--- config.mk ---
export PLATFORM = sky130hd
export DESIGN_NAME = demux1x2_8bits
export DESIGN_NICKNAME = d
export VERILOG_FILES = /design/src/rtl/demux1x2_8bits.sv
export SDC_FILE = /design/constraint.sdc
export NUM_CORES = 1
export LEC_CHECK = 0
export ABC_AREA = 1
export CORE_ASPECT_RATIO = 1.1
export CORE_UTILIZATION = 45
export DETAILED_ROUTE_END_ITERATION = 16
export PLACE_DENSITY = 0.82
export SLEW_MARGIN = 20
export SYNTH_ARGS = -nofsm -noshare
export SYNTH_HDL_FRONTEND = slang
export SYNTH_SLANG_ARGS = --single-unit
--- constraint.sdc ---
create_clock -name clk -period 1.7 [get_ports clk]
set_input_delay 0.255 -clock clk [delete_from_list [all_inputs] [get_ports clk]]
set_output_delay 0.255 -clock clk [all_outputs]
set_load 0.01 [all_outputs]
--- src/rtl/demux1x2_8bits.sv ---
// demux1x2_8bits: splits one valid-qualified byte stream round-robin onto two
// registered output lanes. The first byte after reset goes to lane 0.
// Optional build macro DEMUX_PAIR_ALIGN_EN: the lane-0 byte is held back and
// then released together with its lane-1 partner, so both lanes pulse valid
// on the same cycle.
module demux1x2_8bits #(
  parameter int WIDTH = 8
) (
  input  logic             clk,
  input  logic             reset_L,
  input  logic [WIDTH-1:0] data_in,
  input  logic             valid_in,
  output logic [WIDTH-1:0] out0,
  output logic             valid_out0,
  output logic [WIDTH-1:0] out1,
  output logic             valid_out1,
  output logic             pending
);

  typedef enum logic {
    LANE0 = 1'b0,
    LANE1 = 1'b1
  } sel_t;

  sel_t sel_reg, sel_next;

  logic [WIDTH-1:0] out0_next, out1_next;
  logic             valid_out0_next, valid_out1_next;
  logic             pending_next;

  // Lane selector register; reset always restarts the stream on lane 0.
  always_ff @(posedge clk or negedge reset_L) begin
    if (!reset_L) begin
      sel_reg <= LANE0;
    end else begin
      sel_reg <= sel_next;
    end
  end

  // Selector toggles only on accepted bytes, so idle gaps never resync it.
  always_comb begin
    sel_next = sel_reg;
    if (valid_in) begin
      sel_next = (sel_reg == LANE0) ? LANE1 : LANE0;
    end
  end

`ifdef DEMUX_PAIR_ALIGN_EN
  logic [WIDTH-1:0] hold_reg, hold_next;

  // Lane-0 bytes wait in the hold register; the lane-1 byte releases the pair.
  always_comb begin
    out0_next       = out0;
    out1_next       = out1;
    valid_out0_next = 1'b0;
    valid_out1_next = 1'b0;
    pending_next    = pending;
    hold_next       = hold_reg;
    if (valid_in) begin
      if (sel_reg == LANE0) begin
        hold_next    = data_in;
        pending_next = 1'b1;
      end else begin
        out0_next       = hold_reg;
        out1_next       = data_in;
        valid_out0_next = 1'b1;
        valid_out1_next = 1'b1;
        pending_next    = 1'b0;
      end
    end
  end

  // Hold register; a reset mid-pair simply discards the held byte.
  always_ff @(posedge clk or negedge reset_L) begin
    if (!reset_L) begin
      hold_reg <= '0;
    end else begin
      hold_reg <= hold_next;
    end
  end
`else
  // Each accepted byte goes straight to the lane picked by the selector.
  always_comb begin
    out0_next       = out0;
    out1_next       = out1;
    valid_out0_next = 1'b0;
    valid_out1_next = 1'b0;
    pending_next    = 1'b0;
    if (valid_in) begin
      if (sel_reg == LANE0) begin
        out0_next       = data_in;
        valid_out0_next = 1'b1;
      end else begin
        out1_next       = data_in;
        valid_out1_next = 1'b1;
      end
    end
  end
`endif

  // Output registers; lane data holds its last value, only valids drop.
  always_ff @(posedge clk or negedge reset_L) begin
    if (!reset_L) begin
      out0       <= '0;
      out1       <= '0;
      valid_out0 <= 1'b0;
      valid_out1 <= 1'b0;
      pending    <= 1'b0;
    end else begin
      out0       <= out0_next;
      out1       <= out1_next;
      valid_out0 <= valid_out0_next;
      valid_out1 <= valid_out1_next;
      pending    <= pending_next;
    end
  end

endmodule

==> metrics.md <==
| Metric | Value |
|---|---|
| Crit. End Element | `output pin` |
| CP cell instances | `clkdlybuf4s50_1` |
| RSZ-0062 raised after global routing | `false` |
| Core Box Area | `1600 sq um` |
| Fraction of layout cells with a size suffix above 1 | `0.0926` |
| CTS tree | `built` |
| Syn nets | `89` |
| Leak Pwr | `0.543 nW` |
| DIE AREA | `1890 sq um` |
| Post-Route WL | `1510 um` |
| Yosys reg bits | `19` |
| Buf/Inv on CP | `1` |
| Hold WS | `0.297 ns` |
| Worst hold path class | `in -> async` |
| Fin. Hold Viols | `0` |
| Worst vdd ir | `0.000836 V` |
| First-pass GRT wire length | `2420 um` |
| Root Driver | `clkbuf_4` |
| Residual DRC count | `0` |
| Status | `complete, no violations` |
| F_max | `685 MHz` |
| Starting Density | `0.484` |
| Vias | `614` |
| Fin crit share | `0.859` |
| Sequential share of the synthesized area | `0.616` |
| Final min period | `1.46 ns` |
| Diode count | `0` |
| Synthesized area | `772 sq um` |
| Dpl hpwl | `1130 um` |
| Row cnt | `15` |
| Cts bufs inserted | `3` |
| Post-CTS resize count | `0` |
| Io pins | `30` |
| Met1 Track Usage GR | `0.212` |
| Yosys Warn Count | `0` |
| Critical Path Start Type | `flop` |
| Worst path arrival time | `1.21 ns` |
| Mean Syn Cell Area | `9.90 sq um` |
| Final Power | `0.00182 W` |
| Final net count | `120` |
| Clk buf depth | `2` |
| Slew Viols, Final | `0` |
| Vias per cell | `4.91` |
| Clock-pin slew on the worst setup and hold paths | `0.11 ns` |
| Largest stage delay on the critical path | `0.55 ns` |
| Endpoints failing setup | `0` |
| Clock Sinks | `19` |
| Chip Height | `45.4 um` |
| DRT Pass-1 Iters | `4` |
| Max-cap violations | `0` |
| Antenna violations before repair | `0` |
| GRT Total Usage | `0.177` |
| GP Congestion | `0.747` |
| Syn Inst Count | `78` |
| Vias in the first global route | `565` |
| TNS Setup | `0 ns` |
| CP required | `1.44 ns` |
| Met2 Use GR | `0.294` |
| Post-CTS setup buffers | `0` |
| Antenna Nets Post-Route | `0` |
| Largest net degree at the start of global routing | `20` |
| Die width | `41.5 um` |
| Clock Latency Late Sink | `0.29 ns` |
| Critical setup path kind | `reg -> out` |
| Biggest regs | `out0: 8 flops, out1: 8 flops` |
| Fillcell total | `139` |
| Setup Skew | `0.00878 ns` |
| Cell variety after synth | `13` |
| Pwr dens | `1710 nW/um^2` |
| Initial DRC count | `10` |
| Crit path launch | `out0[4]` |
| Post-CTS Hold Fix Bufs | `0` |
| Layer with the highest usage | `met2` |
| Port Buffers | `28` |
| Critical path peak fanout | `2` |
| H-tree depth | `1` |
| Crit-path leading delay family | `buffers and inverters` |
| GR Overflow Total | `0` |
| Met3 usage | `0.0357` |
| Worst r2r src | `sel_reg` |
| Critical Path Slowest Stage Cell | `clkdlybuf4s50_1` |
| WL/cell | `12.1 um` |
| Area Growth Syn to Fin | `38.1%` |
power breakdown:
part,switching (W),total (W),internal [W]
sequential,0.000150,0.000806,0.000657
combinational,0.000353,0.000798,0.000445
clock,0.000129,0.000216,0.0000874
layout by cell type (no fill, tap or decap):
master	instances
clkbuf_4	3
nand3_2	1
inv_2	1
nand2_2	1
dfrtp_1	19
clkdlybuf4s50_1	28
nand2_4	1
nand3_1	15
clkinv_2	1
inv_1	2
xor2_1	1
conb_1	1
nand2_1	32
buf_4	2
synthesized netlist by cell type:
library cell  count  share of area
inv_1             2         0.0097
buf_12            1          0.026
nand2_2           1         0.0081
buf_6             2          0.029
inv_2             1         0.0049
nand2_1          32           0.16
dfrtp_1          19           0.62
xor2_1            1          0.011
nand3_2           1          0.013
nand3_1          15          0.097
nand2_4           1          0.015
conb_1            1         0.0049
buf_4             1         0.0097
final timing paths:
check | to | slack, ns | cells past startpoint
max in group asynchronous | out0[6] | 1.20 | 2
min in group clk | out0[3] | 0.48 | 2
min | out0[1] | 0.30 | 2
max | out0[4] | 0.24 | 1
min reg2reg | out0[3] | 0.48 | 2
max reg2reg | out0[7] | 0.53 | 4
routing by layer:
| metal | vias up | share of wire |
|---|---|---|
| met1 | 288 | 0.41 |
| met3 | 2 | 0.054 |
| met2 | 20 | 0.52 |
| li1 | 304 | - |
| met5 | - | 0 |
| met4 | 0 | 0.014 |
metrics by stage:
stage | setup WS [ns] | cell area, sq um | std cells | util
global route | 0.191 | 1070 | 125 | 0.668
global placement | 0.268 | 1040 | 121 | 0.651
detailed placement | 0.213 | 1040 | 121 | 0.651
floorplan | 0.880 | 772 | 78 | -
CTS | 0.227 | 1070 | 125 | 0.668
finish | 0.240 | 1070 | 125 | 0.668
final cells by class:
type                            instances  area (sq um)  area share
Sequential cell                        19           475       0.446
Timing Repair Buffer                   30           295       0.277
Clock inverter                          1          5.00     0.00469
Multi-Input combinational cell         52           235       0.221
Clock buffer                            3          22.5      0.0211
Inverter                                3          11.3      0.0106
Tap cell                               17          21.3      0.0200
kinds of logic after synthesis:
group,synth area share
other,0.00486
buffers and inverters,0.0794
flip-flops,0.616
AND/OR/NAND/NOR,0.289
XOR/XNOR,0.0113
Note: power is estimated with default switching activity, not from simulation.
